## config.mk

```make
export PLATFORM = sky130hd
export DESIGN_NAME = gate_check_sequencer_flat
export DESIGN_NICKNAME = d
export VERILOG_FILES = /design/src/rtl/gate_check_sequencer_if.sv /design/src/rtl/gate_check_sequencer.sv /design/src/flat_wrapper.sv
export SDC_FILE = /design/constraint.sdc
export NUM_CORES = 1
export LEC_CHECK = 0
export ABC_CLOCK_PERIOD_IN_PS = 2800
export CAP_MARGIN = 10
export CORE_MARGIN = 2
export CORE_UTILIZATION = 58
export CTS_CLUSTER_SIZE = 30
export DETAILED_ROUTE_END_ITERATION = 16
export PLACE_DENSITY = 0.84
export SLEW_MARGIN = 20
export SYNTH_ARGS = -nofsm -noshare
export SYNTH_HDL_FRONTEND = slang
export SYNTH_SLANG_ARGS = --single-unit
```

## constraint.sdc

```tcl
create_clock -name clk -period 2.8 [get_ports clk]
set_input_delay 0.28 -clock clk [delete_from_list [all_inputs] [get_ports clk]]
set_output_delay 0.28 -clock clk [all_outputs]
set_load 0.05 [all_outputs]
```

## src/rtl/gate_check_sequencer_if.sv

```systemverilog
// Handshake and gate-probe bundle between the self-test sequencer and its environment.
interface gate_check_sequencer_if #(
    parameter int CNT_W = 8,
    parameter int IDX_W = 4
);
    logic             start;
    logic             dut_a;
    logic             dut_y;
    logic             busy;
    logic             done;
    logic             pass;
    logic [CNT_W-1:0] err_count;
    logic [IDX_W-1:0] first_fail;
    logic             first_fail_vld;

    modport master (
        output start, dut_y,
        input  dut_a, busy, done, pass,
        input  err_count, first_fail, first_fail_vld
    );

    modport slave (
        input  start, dut_y,
        output dut_a, busy, done, pass,
        output err_count, first_fail, first_fail_vld
    );
endinterface

```

## src/rtl/gate_check_sequencer.sv

```systemverilog
// Self-test sequencer for a single-input buffer or inverter gate.
// Define GATE_CHK_INVERT_EN to check an inverter instead of a buffer.
module gate_check_sequencer #(
    parameter int                     NUM_VECTORS   = 16,
    parameter logic [NUM_VECTORS-1:0] PATTERN       = 16'hA5C3,
    parameter int                     SETTLE_CYCLES = 2,
    parameter int                     CNT_W         = 8,
    parameter int                     IDX_W         = $clog2(NUM_VECTORS)
) (
    input logic                  clk,
    input logic                  rst,
    gate_check_sequencer_if.slave bus
);
    localparam int SW = (SETTLE_CYCLES > 1) ? $clog2(SETTLE_CYCLES + 1) : 1;
    localparam logic [IDX_W-1:0] LAST = IDX_W'(NUM_VECTORS - 1);

    typedef enum logic [2:0] {
        S_IDLE,
        S_DRIVE,
        S_SETTLE,
        S_SAMPLE,
        S_DONE
    } state_t;

    state_t           state;
    logic [IDX_W-1:0] idx;
    logic [IDX_W-1:0] idx_nxt;
    logic [SW-1:0]    settle_cnt;
    logic             dut_a;
    logic             busy;
    logic             done;
    logic             pass;
    logic [CNT_W-1:0] err_count;
    logic [CNT_W-1:0] err_next;
    logic [IDX_W-1:0] first_fail;
    logic             first_fail_vld;
    logic             expected;
    logic             mismatch;

    always_comb begin
`ifdef GATE_CHK_INVERT_EN
        expected = ~dut_a;
`else
        expected = dut_a;
`endif
        mismatch = bus.dut_y != expected;
        idx_nxt  = idx + 1'b1;
        err_next = err_count;
        // Saturate rather than wrap so a heavily broken gate never reads as clean.
        if (mismatch && (err_count != '1)) begin
            err_next = err_count + 1'b1;
        end
    end

    always_ff @(posedge clk) begin
        if (rst) begin
            state          <= S_IDLE;
            idx            <= '0;
            settle_cnt     <= '0;
            dut_a          <= 1'b0;
            busy           <= 1'b0;
            done           <= 1'b0;
            pass           <= 1'b0;
            err_count      <= '0;
            first_fail     <= '0;
            first_fail_vld <= 1'b0;
        end else begin
            unique case (state)
                S_IDLE: begin
                    if (bus.start) begin
                        state          <= S_DRIVE;
                        idx            <= '0;
                        dut_a          <= PATTERN[0];
                        busy           <= 1'b1;
                        pass           <= 1'b0;
                        err_count      <= '0;
                        first_fail     <= '0;
                        first_fail_vld <= 1'b0;
                    end
                end
                S_DRIVE: begin
                    settle_cnt <= SW'(SETTLE_CYCLES);
                    state      <= (SETTLE_CYCLES > 0) ? S_SETTLE : S_SAMPLE;
                end
                S_SETTLE: begin
                    settle_cnt <= settle_cnt - 1'b1;
                    if (settle_cnt == SW'(1)) begin
                        state <= S_SAMPLE;
                    end
                end
                S_SAMPLE: begin
                    err_count <= err_next;
                    if (mismatch && !first_fail_vld) begin
                        first_fail     <= idx;
                        first_fail_vld <= 1'b1;
                    end
                    if (idx == LAST) begin
                        state <= S_DONE;
                        done  <= 1'b1;
                        pass  <= (err_next == '0);
                    end else begin
                        idx   <= idx_nxt;
                        dut_a <= PATTERN[idx_nxt];
                        state <= S_DRIVE;
                    end
                end
                S_DONE: begin
                    done  <= 1'b0;
                    busy  <= 1'b0;
                    state <= S_IDLE;
                end
                default: state <= S_IDLE;
            endcase
        end
    end

    assign bus.dut_a          = dut_a;
    assign bus.busy           = busy;
    assign bus.done           = done;
    assign bus.pass           = pass;
    assign bus.err_count      = err_count;
    assign bus.first_fail     = first_fail;
    assign bus.first_fail_vld = first_fail_vld;
endmodule
```

## src/flat_wrapper.sv

```systemverilog
// flat-port wrapper written by rule: the top's interface ports become plain ports
module gate_check_sequencer_flat 
#(
    parameter int                     NUM_VECTORS   = 16,
    parameter logic [NUM_VECTORS-1:0] PATTERN       = 16'hA5C3,
    parameter int                     SETTLE_CYCLES = 2,
    parameter int                     CNT_W         = 8,
    parameter int                     IDX_W         = $clog2(NUM_VECTORS)
)
  (clk, rst, bus_start, bus_dut_y, bus_dut_a, bus_busy, bus_done, bus_pass, bus_err_count, bus_first_fail, bus_first_fail_vld);
  gate_check_sequencer_if #(.CNT_W(CNT_W), .IDX_W(IDX_W)) bus_i ();
  input logic clk;
  input logic rst;
  input wire logic [$bits(bus_i.start)-1:0] bus_start;
  input wire logic [$bits(bus_i.dut_y)-1:0] bus_dut_y;
  output wire logic [$bits(bus_i.dut_a)-1:0] bus_dut_a;
  output wire logic [$bits(bus_i.busy)-1:0] bus_busy;
  output wire logic [$bits(bus_i.done)-1:0] bus_done;
  output wire logic [$bits(bus_i.pass)-1:0] bus_pass;
  output wire logic [$bits(bus_i.err_count)-1:0] bus_err_count;
  output wire logic [$bits(bus_i.first_fail)-1:0] bus_first_fail;
  output wire logic [$bits(bus_i.first_fail_vld)-1:0] bus_first_fail_vld;
  assign bus_i.start = bus_start;
  assign bus_i.dut_y = bus_dut_y;
  assign bus_dut_a = bus_i.dut_a;
  assign bus_busy = bus_i.busy;
  assign bus_done = bus_i.done;
  assign bus_pass = bus_i.pass;
  assign bus_err_count = bus_i.err_count;
  assign bus_first_fail = bus_i.first_fail;
  assign bus_first_fail_vld = bus_i.first_fail_vld;
  gate_check_sequencer #(.NUM_VECTORS(NUM_VECTORS), .PATTERN(PATTERN), .SETTLE_CYCLES(SETTLE_CYCLES), .CNT_W(CNT_W), .IDX_W(IDX_W)) u_core (.clk(clk), .rst(rst), .bus(bus_i));
endmodule
```

==> results of run 1 <==
-- worst max-delay path by stage --
stage	to	start	depth (start not counted)
floorplan	u_core.bus.err_count[7]	u_core.bus.err_count[3]	6
global placement	u_core.bus.dut_a	bus_start	6
detailed placement	u_core.bus.dut_a	bus_start	6
CTS	bus_err_count[2]	u_core.bus.err_count[2]	1
global route	u_core.bus.err_count[4]	u_core.state[1]	5
finish	bus_err_count[2]	u_core.bus.err_count[2]	1
-- power groups by stage --
stage               sequential [uW]  combinational [uW]  clock [uW]
finish                          402                 117         155
global route                    404                 129         169
CTS                             401                 119         159
detailed placement              410                 118           0
global placement                408                 113           0
floorplan                       413                88.7           0
-- per-stage QoR --
stage	cells	setup WS [ps]	cell area (um^2)
2_1_floorplan	183	844	1480
3_3_place_gp	224	831	1670
3_5_place_dp	224	754	1670
4_1_cts	227	763	1700
5_1_grt	227	592	1700
6_report	227	762	1700
-- metal layers --
metal / vias up / routed length [um] / GRT usage [%]
met5: - / 0 / 0
met4: 0 / 26 / 11.3
met3: 4 / 137 / 3.83
met2: 36 / 1650 / 42.4
met1: 633 / 1540 / 33.1
li1: 699 / - / -
-- state kept, by name, summed over array words and instances (netlist names) --
name and count:
u_core.bus.err_count 8, u_core.bus.first_fail 4, u_core.idx 4, u_core.state 3
u_core.settle_cnt 2, u_core.bus.busy 1, u_core.bus.done 1, u_core.bus.dut_a 1
u_core.bus.first_fail_vld 1, u_core.bus.pass 1
-- synthesized netlist by cell type, drive strengths merged, types with 2 or more instances --
| master | count |
|---|---|
| a211oi | 3 |
| a21boi | 2 |
| a21oi | 19 |
| a311oi | 2 |
| a31oi | 3 |
| a32oi | 2 |
| a41oi | 3 |
| and3 | 2 |
| buf | 8 |
| clkbuf | 3 |
| dfxtp | 26 |
| ha | 3 |
| inv | 5 |
| mux2i | 4 |
| nand2 | 17 |
| nand2b | 4 |
| nand3 | 10 |
| nand3b | 3 |
| nor2 | 23 |
| nor3 | 7 |
| nor3b | 5 |
| o21ai | 7 |
| o31ai | 2 |
| xnor2 | 2 |
| xor2 | 2 |
-- cell families (layout without fill, tap and decap cells) --
group,after synthesis,in the layout,synth area share [%]
xor gates and xnor gates,4,4,2.88
buffers and inverters,16,30,5.17
muxes,4,4,2.71
adders and majority gates,3,3,2.54
and+or+nand+nor,81,81,30.3
DFF,26,26,35.2
AOI/OAI and AO/OA,49,49,21.2
-- area by class of cell --
type / count / area [um^2]
well taps: 30 / 37.5
repair buffers: 22 / 215
multi-input cells: 141 / 881
clock buffers: 3 / 22.5
inverters: 5 / 18.8
flip-flops and latches: 26 / 520
fillers: 216 / 759
==> flow_summary.html, run 1 <==
<table>
<tr><th>Metric</th><th>Value</th></tr>
<tr><th colspan="2">Place</th></tr>
<tr><td>DP Wirelength</td><td>2.51 mm</td></tr>
<tr><td>Count of input and output buffers</td><td>20</td></tr>
<tr><td>GPL Wtd Cong</td><td>0.834</td></tr>
<tr><th colspan="2">Synth</th></tr>
<tr><td>Post-synth top area cell</td><td>sky130_fd_sc_hd__dfxtp_1</td></tr>
<tr><td>Number of synthesized flops with an enable pin</td><td>0</td></tr>
<tr><td>Cell types with the largest area share after synthesis</td><td>sky130_fd_sc_hd__dfxtp_1, sky130_fd_sc_hd__a21oi_1, sky130_fd_sc_hd__nor2_1</td></tr>
<tr><td>Post-Synthesis Net Count</td><td>190</td></tr>
<tr><td>Fraction of synthesis flops using an asynchronous set or reset pin</td><td>0%</td></tr>
<tr><td>Top cell type's share of synthesized area</td><td>35.2%</td></tr>
<tr><td>Primary FF master, synth</td><td>sky130_fd_sc_hd__dfxtp_1</td></tr>
<tr><td>Count of distinct cell types in the synthesized netlist</td><td>50</td></tr>
<tr><td>Number of warnings reported in the yosys synthesis log</td><td>0</td></tr>
<tr><td>Share of the yosys chip area belonging to registers</td><td>roughly a third</td></tr>
<tr><td>Average cell area after synthesis</td><td>slightly above 8 um^2</td></tr>
<tr><td>Number of standard cells after synthesis</td><td>183</td></tr>
<tr><td>Cell area after synthesis</td><td>1480 um^2</td></tr>
<tr><td>#FFs+latches synth</td><td>26</td></tr>
<tr><th colspan="2">Power</th></tr>
<tr><td>Net Sw Frac</td><td>around 29%</td></tr>
<tr><td>Combinational fraction of design power</td><td>17.4%</td></tr>
<tr><td>Power per cell area</td><td>397 nW/um^2</td></tr>
<tr><td>Sw Pwr</td><td>193 uW</td></tr>
<tr><td>Reported leakage power</td><td>0.000576 uW</td></tr>
<tr><td>Internal power contribution</td><td>480 uW</td></tr>
<tr><td>Sum of internal, switching and leakage power</td><td>674 uW</td></tr>
<tr><td>Flop pwr share</td><td>59.6%</td></tr>
<tr><td>Clock network fraction of total power</td><td>a little under a quarter</td></tr>
<tr><td>Largest vdd supply drop</td><td>0.387 mV</td></tr>
<tr><th colspan="2">Timing</th></tr>
<tr><td>Final Hold Fails</td><td>0</td></tr>
<tr><td>Tcrit/Tclk final</td><td>72.8%</td></tr>
<tr><td>Setup repair after global routing missed its margin</td><td>false</td></tr>
<tr><td>Final total negative setup slack</td><td>0 ps</td></tr>
<tr><td>Skew final</td><td>5.01 ps</td></tr>
<tr><td>Smallest hold slack</td><td>487 ps</td></tr>
<tr><td>Final-report setup violation count</td><td>0</td></tr>
<tr><td>Relative slew margins</td><td>60.9%</td></tr>
<tr><td>Worst-Margin Slew</td><td>584 ps</td></tr>
<tr><td>Upper clock frequency limit</td><td>just under 500 MHz</td></tr>
<tr><td>Crit path time final</td><td>between 2000 and 2500 ps</td></tr>
<tr><td>Final slew viol count</td><td>0</td></tr>
<tr><th colspan="2">Critical path</th></tr>
<tr><td>Reg2Reg Depth</td><td>4</td></tr>
<tr><td>Setup slack of the most critical reg-to-reg path</td><td>780 ps</td></tr>
<tr><td>CP bufs+invs</td><td>1</td></tr>
<tr><td>List of cells traversed by the critical path</td><td>clkdlybuf4s50_1</td></tr>
<tr><td>Required time of the critical path</td><td>about 2500 ps</td></tr>
<tr><td>Worst setup path category</td><td>reg2out</td></tr>
<tr><td>Largest fanout on the critical path</td><td>11</td></tr>
<tr><td>Origin of the critical flop-to-flop path</td><td>u_core.state[1]</td></tr>
<tr><td>Kind of cell adding the most delay to the critical path</td><td>buffers and inverters</td></tr>
<tr><td>CP max-delay cell</td><td>sky130_fd_sc_hd__clkdlybuf4s50_1</td></tr>
<tr><td>CP endpoint kind</td><td>output port</td></tr>
<tr><td>Highest cell delay on the worst timing path</td><td>880 ps</td></tr>
<tr><td>Reg2reg end</td><td>u_core.bus.err_count[6]</td></tr>
<tr><td>Data arrival time of the critical path</td><td>~1800 ps</td></tr>
<tr><td>Startpoint types</td><td>flip-flop</td></tr>
<tr><th colspan="2">Die</th></tr>
<tr><td>Count of pins on the block boundary</td><td>21</td></tr>
<tr><td>Starting density of the core</td><td>60.2%</td></tr>
<tr><td>Die width</td><td>about 54 um</td></tr>
<tr><td>Full die area</td><td>2970 um^2</td></tr>
<tr><td>Standard-cell rows</td><td>18</td></tr>
<tr><td>Floorplan core area</td><td>2450 um^2</td></tr>
<tr><td>Vert. Die Dim</td><td>54.5 um</td></tr>
<tr><th colspan="2">CTS</th></tr>
<tr><td>Clk Tree Root Cell</td><td>sky130_fd_sc_hd__clkbuf_4</td></tr>
<tr><td>Setup bufs post-CTS</td><td>0</td></tr>
<tr><td>Clk sinks</td><td>26</td></tr>
<tr><td>Clock latency on the worst-skew pair</td><td>310 ps</td></tr>
<tr><td>Number of buffers created by CTS</td><td>3</td></tr>
<tr><td>Clk slew on worst S/H paths</td><td>130 ps</td></tr>
<tr><td>Max Buffers Root-to-Sink</td><td>2</td></tr>
<tr><td>Hold_buf cts</td><td>0</td></tr>
<tr><td>CTS tree</td><td>built</td></tr>
<tr><td>Post-cts repair resize count</td><td>0</td></tr>
<tr><td>Maximum level of the CTS H-tree</td><td>1</td></tr>
<tr><th colspan="2">Job</th></tr>
<tr><td>Number of max-cap violations</td><td>0</td></tr>
<tr><th colspan="2">Routing</th></tr>
<tr><td>Number of iterations in the first detailed-routing pass</td><td>4</td></tr>
<tr><td>Final routed wirelength across all metal layers</td><td>about 3.3 mm</td></tr>
<tr><td>Detail Route Antenna Nets</td><td>0</td></tr>
<tr><td>Number of vias per cell after detailed routing</td><td>6.04</td></tr>
<tr><td>1st-iter DRT viols</td><td>31</td></tr>
<tr><td>Avg WL per Cell</td><td>14.7 um</td></tr>
<tr><td>Total via count after detailed routing</td><td>1,372</td></tr>
<tr><td>Number of remaining DRC errors</td><td>0</td></tr>
<tr><th colspan="2">Global routing</th></tr>
<tr><td>Total congestion overflow</td><td>0</td></tr>
<tr><td>Wire length of the first global-routing pass</td><td>about 5.5 mm</td></tr>
<tr><td>Pin count of the biggest net entering global routing</td><td>14</td></tr>
<tr><td>Number of antenna violations at the first check in global routing</td><td>0</td></tr>
<tr><td>GRT Total Usage</td><td>25.7%</td></tr>
<tr><td>Number of global-route vias before repair</td><td>1,281</td></tr>
<tr><th colspan="2">Final layout</th></tr>
<tr><td>Final Util</td><td>69.1%</td></tr>
<tr><td>Leading cell type in the layout, fill and taps excluded</td><td>sky130_fd_sc_hd__dfxtp_1</td></tr>
<tr><td>Highest-count cells in the layout ignoring fill and taps</td><td>sky130_fd_sc_hd__dfxtp_1, sky130_fd_sc_hd__nor2_1, sky130_fd_sc_hd__clkdlybuf4s50_1</td></tr>
<tr><td>Nets</td><td>206</td></tr>
<tr><td>Share of post-route cells with drive strength above 1</td><td>under 10%</td></tr>
<tr><td>P&amp;R area growth vs syn</td><td>14.7%</td></tr>
<tr><td>Antenna cells</td><td>0</td></tr>
<tr><th colspan="2">Hold path</th></tr>
<tr><td>Min-delay src</td><td>u_core.bus.first_fail[3]</td></tr>
<tr><td>Worst Hold Path Cells</td><td>2</td></tr>
<tr><td>Destination of the worst hold path</td><td>u_core.bus.first_fail[3]</td></tr>
<tr><td>Hold Path Class</td><td>reg2reg</td></tr>
<tr><th colspan="2">Run status</th></tr>
<tr><td>Run status</td><td>completed</td></tr>
</table>
Power figures use the tool's default switching activity.
==> inputs of run 2 (changes only) <==
--- a/config.mk
+++ b/config.mk
@@ -5,13 +5,13 @@
 export SDC_FILE = /design/constraint.sdc
 export NUM_CORES = 1
 export LEC_CHECK = 0
-export ABC_CLOCK_PERIOD_IN_PS = 2800
+export ABC_CLOCK_PERIOD_IN_PS = 1900
 export CAP_MARGIN = 10
 export CORE_MARGIN = 2
-export CORE_UTILIZATION = 58
+export CORE_UTILIZATION = 53
 export CTS_CLUSTER_SIZE = 30
 export DETAILED_ROUTE_END_ITERATION = 16
-export PLACE_DENSITY = 0.84
+export PLACE_DENSITY = 0.78
 export SLEW_MARGIN = 20
 export SYNTH_ARGS = -nofsm -noshare
 export SYNTH_HDL_FRONTEND = slang
==> constraint.sdc (replaced) <==
create_clock -name clk -period 1.9 [get_ports clk]
set_input_delay 0.19 -clock clk [delete_from_list [all_inputs] [get_ports clk]]
set_output_delay 0.19 -clock clk [all_outputs]
set_load 0.05 [all_outputs]
==> flow_summary.html, run 2 (synthesis results as in run 1) <==
<table>
<tr><th>Metric</th><th>Value</th></tr>
<tr><th colspan="2">CTS</th></tr>
<tr><td>Clk slew on worst S/H paths</td><td>150 ps (+20 ps)</td></tr>
<tr><td>CTS tree</td><td>built</td></tr>
<tr><td>Number of buffers created by CTS</td><td>3 (unchanged)</td></tr>
<tr><td>Clk Tree Root Cell</td><td>sky130_fd_sc_hd__clkbuf_4</td></tr>
<tr><td>Max Buffers Root-to-Sink</td><td>2 (unchanged)</td></tr>
<tr><td>Maximum level of the CTS H-tree</td><td>1 (unchanged)</td></tr>
<tr><td>Clk sinks</td><td>26 (unchanged)</td></tr>
<tr><td>Hold_buf cts</td><td>0 (unchanged)</td></tr>
<tr><td>Clock latency on the worst-skew pair</td><td>320 ps (about the same)</td></tr>
<tr><th colspan="2">Power</th></tr>
<tr><td>Combinational fraction of design power</td><td>17.1% (-0.3 points)</td></tr>
<tr><td>Sw Pwr</td><td>309 uW (+60%)</td></tr>
<tr><td>Net Sw Frac</td><td>26.5% (-2.2 points)</td></tr>
<tr><td>Flop pwr share</td><td>50.2% (-9.4 points)</td></tr>
<tr><td>Internal power contribution</td><td>859 uW (+79%)</td></tr>
<tr><td>Power per cell area</td><td>643 nW/um^2 (+62%)</td></tr>
<tr><td>Largest vdd supply drop</td><td>0.494 mV (+28%)</td></tr>
<tr><td>Reported leakage power</td><td>0.000717 uW (+24%)</td></tr>
<tr><td>Clock network fraction of total power</td><td>32.7% (+9.7 points)</td></tr>
<tr><th colspan="2">Job</th></tr>
<tr><td>Number of max-cap violations</td><td>0 (unchanged)</td></tr>
<tr><th colspan="2">Routing</th></tr>
<tr><td>Final routed wirelength across all metal layers</td><td>3.56 mm (+6.2%)</td></tr>
<tr><td>Number of vias per cell after detailed routing</td><td>6.25 (+3.5%)</td></tr>
<tr><td>1st-iter DRT viols</td><td>67 (+120%)</td></tr>
<tr><td>Number of remaining DRC errors</td><td>0 (unchanged)</td></tr>
<tr><td>Number of iterations in the first detailed-routing pass</td><td>4 (unchanged)</td></tr>
<tr><td>Avg WL per Cell</td><td>15.0 um (+1.7%)</td></tr>
<tr><td>Detail Route Antenna Nets</td><td>0 (unchanged)</td></tr>
<tr><td>Total via count after detailed routing</td><td>1,482 (+8.0%)</td></tr>
<tr><th colspan="2">Die</th></tr>
<tr><td>Floorplan core area</td><td>2710 um^2 (+10%)</td></tr>
<tr><td>Vert. Die Dim</td><td>56.8 um (+4.3%)</td></tr>
<tr><td>Standard-cell rows</td><td>19 (+1)</td></tr>
<tr><td>Starting density of the core</td><td>54.5% (-5.7 points)</td></tr>
<tr><td>Count of pins on the block boundary</td><td>21 (unchanged)</td></tr>
<tr><td>Die width</td><td>56.8 um (+4.3%)</td></tr>
<tr><td>Full die area</td><td>3230 um^2 (+8.7%)</td></tr>
<tr><th colspan="2">Critical path</th></tr>
<tr><td>CP endpoint kind</td><td>output port</td></tr>
<tr><td>Origin of the critical flop-to-flop path</td><td>u_core.idx[1]</td></tr>
<tr><td>Startpoint types</td><td>flip-flop</td></tr>
<tr><td>Worst setup path category</td><td>reg2out</td></tr>
<tr><td>Kind of cell adding the most delay to the critical path</td><td>buffers and inverters</td></tr>
<tr><td>CP max-delay cell</td><td>sky130_fd_sc_hd__clkdlybuf4s50_1</td></tr>
<tr><td>Data arrival time of the critical path</td><td>1650 ps (-110 ps)</td></tr>
<tr><td>Reg2Reg Depth</td><td>6 (+2)</td></tr>
<tr><td>Reg2reg end</td><td>u_core.bus.dut_a</td></tr>
<tr><td>Setup slack of the most critical reg-to-reg path</td><td>180 ps (-600 ps)</td></tr>
<tr><td>List of cells traversed by the critical path</td><td>clkdlybuf4s50_1</td></tr>
<tr><td>Highest cell delay on the worst timing path</td><td>850 ps (-30 ps)</td></tr>
<tr><td>Required time of the critical path</td><td>1710 ps (-810 ps)</td></tr>
<tr><td>CP bufs+invs</td><td>1 (unchanged)</td></tr>
<tr><td>Largest fanout on the critical path</td><td>4 (-7)</td></tr>
<tr><th colspan="2">Global routing</th></tr>
<tr><td>Wire length of the first global-routing pass</td><td>5.89 mm (+6.9%)</td></tr>
<tr><td>Pin count of the biggest net entering global routing</td><td>20 (+6)</td></tr>
<tr><td>Number of antenna violations at the first check in global routing</td><td>0 (unchanged)</td></tr>
<tr><td>Fraction of met2 tracks used by global routing</td><td>37.0% (-5.3 points)</td></tr>
<tr><td>GRT Total Usage</td><td>22.3% (-3.3 points)</td></tr>
<tr><td>Total congestion overflow</td><td>0 (unchanged)</td></tr>
<tr><td>Layer carrying the most global-route usage</td><td>met2</td></tr>
<tr><td>Global-route track usage on met3</td><td>2.76% (-1.1 points)</td></tr>
<tr><td>GR Layer Usage met1</td><td>29.6% (-3.5 points)</td></tr>
<tr><td>Number of global-route vias before repair</td><td>1,384 (+8.0%)</td></tr>
<tr><th colspan="2">Hold path</th></tr>
<tr><td>Min-delay src</td><td>u_core.bus.first_fail[2]</td></tr>
<tr><td>Destination of the worst hold path</td><td>u_core.bus.first_fail[2]</td></tr>
<tr><td>Hold Path Class</td><td>reg2reg</td></tr>
<tr><td>Worst Hold Path Cells</td><td>2 (unchanged)</td></tr>
<tr><th colspan="2">Timing</th></tr>
<tr><td>Crit path time final</td><td>1840 ps</td></tr>
<tr><td>Final-report setup violation count</td><td>0 (unchanged)</td></tr>
<tr><td>Skew final</td><td>9.43 ps (+4.42 ps)</td></tr>
<tr><td>Worst-Margin Slew</td><td>505 ps (-78.6 ps)</td></tr>
<tr><td>Relative slew margins</td><td>66.3% (+5.3 points)</td></tr>
<tr><td>Setup repair after global routing missed its margin</td><td>false</td></tr>
<tr><td>Final total negative setup slack</td><td>0 ps (unchanged)</td></tr>
<tr><td>Final slew viol count</td><td>0 (unchanged)</td></tr>
<tr><td>Tcrit/Tclk final</td><td>97.1%</td></tr>
<tr><td>PnR worst setup slack</td><td>55.7 ps (-706 ps)</td></tr>
<tr><td>Final Hold Fails</td><td>0 (unchanged)</td></tr>
<tr><td>Upper clock frequency limit</td><td>542 MHz</td></tr>
<tr><th colspan="2">Final layout</th></tr>
<tr><td>P&amp;R area growth vs syn</td><td>22.9%</td></tr>
<tr><td>Antenna cells</td><td>0 (unchanged)</td></tr>
<tr><td>Number of flip-flops under the largest register name</td><td>8 (unchanged)</td></tr>
<tr><td>Share of post-route cells with drive strength above 1</td><td>13.6% (+6.5 points)</td></tr>
<tr><td>Biggest regs</td><td>u_core.bus.err_count (8), u_core.bus.first_fail (4), u_core.idx (4)</td></tr>
<tr><td>Biggest register</td><td>u_core.bus.err_count</td></tr>
<tr><td>Highest-count cells in the layout ignoring fill and taps</td><td>sky130_fd_sc_hd__nor2_1, sky130_fd_sc_hd__dfxtp_1, sky130_fd_sc_hd__a21oi_1</td></tr>
<tr><td>Nets</td><td>214 (+3.9%)</td></tr>
<tr><th colspan="2">Place</th></tr>
<tr><td>GPL Wtd Cong</td><td>0.886 (+6.2%)</td></tr>
<tr><td>DP Wirelength</td><td>2.51 mm (+0.27%)</td></tr>
<tr><td>Count of input and output buffers</td><td>20 (unchanged)</td></tr>
<tr><td>Worst slack at placement</td><td>57.0 ps (-697 ps)</td></tr>
<tr><th colspan="2">Run status</th></tr>
<tr><td>Run status</td><td>completed</td></tr>
</table>
==> run 2: cell count changes in the layout (fill, tap and decap cells not counted), sizes merged <==
cell and delta:
buf +8, clkdlybuf4s50 -4, dlymetal6s2s +4, bufinv +1
==> run 2: what timing repair did <==
| action | in CTS | in global routing |
|---|---|---|
| setup endpoints to repair | 0 | 10 |
| buffers inserted | 0 | 2 |
| gates resized for setup | 0 | 8 |
==> run 2: cell type report <==
cell class / instances / area (um^2)
fill: 219 / 893
timing repair buffer: 30 / 285
sequential: 26 / 524
tap: 31 / 38.8
multi-input combinational: 141 / 897
clock inverter: 1 / 30.0
inverter: 5 / 18.8
clock buffer: 3 / 22.5
==> run 2: power groups by stage <==
stage               clock network (uW)  registers [uW]  logic, uW
CTS                                387             585        194
global placement                     0             596        187
detailed placement                   0             597        193
finish                             382             586        200
global route                       412             589        217
floorplan                            0             609        131
==> run 2: how the worst max path moves through the flow <==
stage | startpoint | end | depth (start not counted)
finish | u_core.bus.dut_a | bus_dut_a | 1
global placement | bus_start | u_core.bus.dut_a | 6
floorplan | u_core.bus.err_count[7] | u_core.bus.pass | 6
global route | u_core.bus.dut_a | bus_dut_a | 1
CTS | u_core.bus.err_count[6] | bus_err_count[6] | 1
detailed placement | bus_start | u_core.bus.dut_a | 6
==> run 2: per-stage QoR <==
| step | hold WS [ps] | utilization, % | std cells | total power, uW | instance area, um^2 |
|---|---|---|---|---|---|
| after floorplan | 276 | - | 183 | 739 | 1480 |
| after global placement | 462 | 63.5 | 231 | 783 | 1720 |
| after detailed placement | 465 | 63.5 | 231 | 790 | 1720 |
| after CTS | 481 | 65.5 | 235 | 1170 | 1770 |
| after global routing | 509 | 67.0 | 237 | 1220 | 1820 |
| final | 485 | 67.0 | 237 | 1170 | 1820 |
==> run 2: routing by layer <==
| metal | wire length (um) | share of wire (%) | vias up |
|---|---|---|---|
| met1 | 1630 | 46 | 724 |
| li1 | - | - | 713 |
| met5 | 0 | 0 | - |
| met2 | 1750 | 49 | 41 |
| met3 | 147 | 4.1 | 4 |
| met4 | 25 | 0.70 | 0 |
==> inputs of run 3 (changes only) <==
--- a/config.mk
+++ b/config.mk
@@ -8,10 +8,9 @@
 export ABC_CLOCK_PERIOD_IN_PS = 1900
 export CAP_MARGIN = 10
 export CORE_MARGIN = 2
-export CORE_UTILIZATION = 53
+export CORE_UTILIZATION = 35
 export CTS_CLUSTER_SIZE = 30
 export DETAILED_ROUTE_END_ITERATION = 16
-export PLACE_DENSITY = 0.78
 export SLEW_MARGIN = 20
 export SYNTH_ARGS = -nofsm -noshare
 export SYNTH_HDL_FRONTEND = slang
==> flow_summary.html, run 3 (synthesis results as in run 1) <==
<table>
<tr><th>Metric</th><th>Value</th></tr>
<tr><th colspan="2">Die</th></tr>
<tr><td>Standard-cell rows</td><td>23 (+4)</td></tr>
<tr><td>Full die area</td><td>4760 um^2 (+47%)</td></tr>
<tr><td>Floorplan core area</td><td>4030 um^2 (+49%)</td></tr>
<tr><td>Vert. Die Dim</td><td>69.0 um (+21%)</td></tr>
<tr><td>Starting density of the core</td><td>36.7% (-18 points)</td></tr>
<tr><td>Die width</td><td>69.0 um (+21%)</td></tr>
<tr><td>Count of pins on the block boundary</td><td>21 (unchanged)</td></tr>
<tr><th colspan="2">Critical path</th></tr>
<tr><td>CP bufs+invs</td><td>1 (unchanged)</td></tr>
<tr><td>Critical Path Stages</td><td>1 (unchanged)</td></tr>
<tr><td>Origin of the critical flop-to-flop path</td><td>u_core.idx[1]</td></tr>
<tr><td>Startpoint types</td><td>flip-flop</td></tr>
<tr><td>Reg2reg end</td><td>u_core.bus.dut_a</td></tr>
<tr><td>List of cells traversed by the critical path</td><td>clkdlybuf4s50_1</td></tr>
<tr><td>CP max-delay cell</td><td>sky130_fd_sc_hd__clkdlybuf4s50_1</td></tr>
<tr><td>Required time of the critical path</td><td>1710 ps (about the same)</td></tr>
<tr><td>Largest fanout on the critical path</td><td>9 (+5)</td></tr>
<tr><td>Highest cell delay on the worst timing path</td><td>860 ps (about the same)</td></tr>
<tr><td>Worst setup path category</td><td>reg2out</td></tr>
<tr><td>Reg2Reg Depth</td><td>6 (unchanged)</td></tr>
<tr><td>Kind of cell adding the most delay to the critical path</td><td>buffers and inverters</td></tr>
<tr><td>Data arrival time of the critical path</td><td>1630 ps (-20 ps)</td></tr>
<tr><td>CP endpoint kind</td><td>output port</td></tr>
<tr><td>Setup slack of the most critical reg-to-reg path</td><td>170 ps (about the same)</td></tr>
<tr><th colspan="2">Final layout</th></tr>
<tr><td>Highest-count cells in the layout ignoring fill and taps</td><td>sky130_fd_sc_hd__nor2_1, sky130_fd_sc_hd__dfxtp_1, sky130_fd_sc_hd__clkdlybuf4s50_1</td></tr>
<tr><td># fillers</td><td>414 (+89%)</td></tr>
<tr><td>Design area</td><td>1880 um^2 (+3.4%)</td></tr>
<tr><td>Footprint of the flip-flops and latches</td><td>524 um^2 (unchanged)</td></tr>
<tr><td>Number of flip-flops under the largest register name</td><td>8 (unchanged)</td></tr>
<tr><td>Final standard cell count with taps included and fillers excluded</td><td>260 (+9.7%)</td></tr>
<tr><td>Final Util</td><td>46.6% (-20 points)</td></tr>
<tr><td>Share of post-route cells with drive strength above 1</td><td>15.2% (+1.6 points)</td></tr>
<tr><td>Multi-input combinational cell area</td><td>897 um^2 (unchanged)</td></tr>
<tr><td>Antenna cells</td><td>0 (unchanged)</td></tr>
<tr><td>Biggest regs</td><td>u_core.bus.err_count (8), u_core.bus.first_fail (4), u_core.idx (4)</td></tr>
<tr><td>Nets</td><td>218 (+1.9%)</td></tr>
<tr><td>P&amp;R area growth vs syn</td><td>27.2%</td></tr>
<tr><td>Biggest register</td><td>u_core.bus.err_count</td></tr>
<tr><th colspan="2">Timing</th></tr>
<tr><td>Final Hold Fails</td><td>0 (unchanged)</td></tr>
<tr><td>Upper clock frequency limit</td><td>551 MHz (+1.6%)</td></tr>
<tr><td>Setup repair after global routing missed its margin</td><td>false</td></tr>
<tr><td>Worst-Margin Slew</td><td>520 ps (+14.5 ps)</td></tr>
<tr><td>Relative slew margins</td><td>65.3% (-1.0 points)</td></tr>
<tr><td>Final-report setup violation count</td><td>0 (unchanged)</td></tr>
<tr><td>Tcrit/Tclk final</td><td>95.6% (-1.5 points)</td></tr>
<tr><td>Crit path time final</td><td>1820 ps (-28.3 ps)</td></tr>
<tr><td>Skew final</td><td>9.80 ps (+0.367 ps)</td></tr>
<tr><td>Final slew viol count</td><td>0 (unchanged)</td></tr>
<tr><td>Smallest hold slack</td><td>478 ps (-7.04 ps)</td></tr>
<tr><td>Final total negative setup slack</td><td>0 ps (unchanged)</td></tr>
<tr><th colspan="2">Place</th></tr>
<tr><td>GPL Wtd Cong</td><td>0.783 (-12%)</td></tr>
<tr><td>DP Wirelength</td><td>2.70 mm (+7.3%)</td></tr>
<tr><td>Number of placed instances with taps included</td><td>254 (+10%)</td></tr>
<tr><td>Count of input and output buffers</td><td>20 (unchanged)</td></tr>
<tr><td>Area of placed instances</td><td>1780 um^2 (+3.1%)</td></tr>
<tr><th colspan="2">Power</th></tr>
<tr><td>Internal power contribution</td><td>933 uW (+8.6%)</td></tr>
<tr><td>Net Sw Frac</td><td>26.0% (-0.43 points)</td></tr>
<tr><td>Power per cell area</td><td>671 nW/um^2 (+4.3%)</td></tr>
<tr><td>Reported leakage power</td><td>0.000672 uW (-6.2%)</td></tr>
<tr><td>Largest vdd supply drop</td><td>0.278 mV (-44%)</td></tr>
<tr><td>Clock network fraction of total power</td><td>37.3% (+4.6 points)</td></tr>
<tr><td>Combinational fraction of design power</td><td>16.9% (-0.2 points)</td></tr>
<tr><td>Flop pwr share</td><td>45.8% (-4.4 points)</td></tr>
<tr><td>Sw Pwr</td><td>328 uW (+6.2%)</td></tr>
<tr><th colspan="2">CTS</th></tr>
<tr><td>Max Buffers Root-to-Sink</td><td>2 (unchanged)</td></tr>
<tr><td>Maximum level of the CTS H-tree</td><td>1 (unchanged)</td></tr>
<tr><td>Hold_buf cts</td><td>0 (unchanged)</td></tr>
<tr><td>Clk slew on worst S/H paths</td><td>100 ps (-50 ps)</td></tr>
<tr><td>Number of buffers created by CTS</td><td>3 (unchanged)</td></tr>
<tr><td>Clock latency on the worst-skew pair</td><td>280 ps (-40 ps)</td></tr>
<tr><td>Clk sinks</td><td>26 (unchanged)</td></tr>
<tr><td>Clk Tree Root Cell</td><td>sky130_fd_sc_hd__clkbuf_8</td></tr>
<tr><td>CTS tree</td><td>built</td></tr>
<tr><th colspan="2">Global routing</th></tr>
<tr><td>Number of global-route vias before repair</td><td>1,300 (-6.1%)</td></tr>
<tr><td>Number of antenna violations at the first check in global routing</td><td>0 (unchanged)</td></tr>
<tr><td>GRT Total Usage</td><td>16.6% (-5.7 points)</td></tr>
<tr><td>Wire length of the first global-routing pass</td><td>5.99 mm (+1.6%)</td></tr>
<tr><td>Pin count of the biggest net entering global routing</td><td>16 (-20%)</td></tr>
<tr><td>Total congestion overflow</td><td>0 (unchanged)</td></tr>
<tr><th colspan="2">Routing</th></tr>
<tr><td>Number of iterations in the first detailed-routing pass</td><td>5 (+1)</td></tr>
<tr><td>Number of remaining DRC errors</td><td>0 (unchanged)</td></tr>
<tr><td>Final routed wirelength across all metal layers</td><td>3.66 mm (+2.8%)</td></tr>
<tr><td>1st-iter DRT viols</td><td>75 (+12%)</td></tr>
<tr><td>Total via count after detailed routing</td><td>1,440 (-2.8%)</td></tr>
<tr><td>Avg WL per Cell</td><td>14.1 um (-6.3%)</td></tr>
<tr><td>Detail Route Antenna Nets</td><td>0 (unchanged)</td></tr>
<tr><td>Number of vias per cell after detailed routing</td><td>5.54 (-11%)</td></tr>
<tr><th colspan="2">Job</th></tr>
<tr><td>Number of max-cap violations</td><td>0 (unchanged)</td></tr>
<tr><th colspan="2">Hold path</th></tr>
<tr><td>Min-delay src</td><td>u_core.bus.first_fail[3]</td></tr>
<tr><td>Worst Hold Path Cells</td><td>2 (unchanged)</td></tr>
<tr><td>Destination of the worst hold path</td><td>u_core.bus.first_fail[3]</td></tr>
<tr><td>Hold Path Class</td><td>reg2reg</td></tr>
<tr><th colspan="2">Run status</th></tr>
<tr><td>Run status</td><td>completed</td></tr>
</table>
==> run 3: worst max path at each step <==
| stage | from | to |
|---|---|---|
| final | u_core.bus.err_count[6] | bus_err_count[6] |
| after floorplan | u_core.bus.err_count[7] | u_core.bus.pass |
| after detailed placement | bus_dut_y | u_core.bus.pass |
| after CTS | u_core.bus.err_count[6] | bus_err_count[6] |
| after global routing | u_core.idx[1] | u_core.bus.dut_a |
| after global placement | bus_dut_y | u_core.bus.pass |
==> run 3: metal layers <==
metal  up-vias  global-route usage [%]  wire (um)
met2        23                    28.4       1770
met1       696                    21.6       1750
met4         0                    5.15         22
li1        719                       -          -
met5         -                       0          0
met3         2                    2.44        116
==> run 3: layout make-up <==
type / instances / share of cell area [%]
inverter: 5 / 0.999
clock inverter: 1 / 1.60
sequential: 26 / 27.9
tap: 50 / 3.33
timing repair buffer: 34 / 16.2
clock buffer: 3 / 2.20
multi-input combinational: 141 / 47.7
==> run 3: worst reg2reg max path: stages, from the launching register on <==
cell,delay (ps)
sky130_fd_sc_hd__dfxtp_2,360
sky130_fd_sc_hd__ha_1,340
sky130_fd_sc_hd__or2_2,290
sky130_fd_sc_hd__a21oi_1,190
sky130_fd_sc_hd__a211oi_2,70
sky130_fd_sc_hd__xor2_1,150
sky130_fd_sc_hd__a311oi_1,250
==> run 3: timing repair <==
item,CTS,global route
endpoints found under the setup margin,0,4
resized for setup,0,5
setup buffers,0,2
==> run 3: stage by stage <==
step                      worst slack, ps  power [uW]
after floorplan                      59.2         739
after global placement               52.4         791
after detailed placement             33.6         797
after CTS                            69.9        1270
after global routing                 17.3        1310
final                                84.1        1260
==> run 3: power by group through the flow <==
stage	clock (uW)	sequential (uW)	combinational, uW
4_1_cts	480	578	207
3_5_place_dp	0	591	206
2_1_floorplan	0	609	131
6_report	470	578	213
5_1_grt	499	581	233
3_3_place_gp	0	590	201
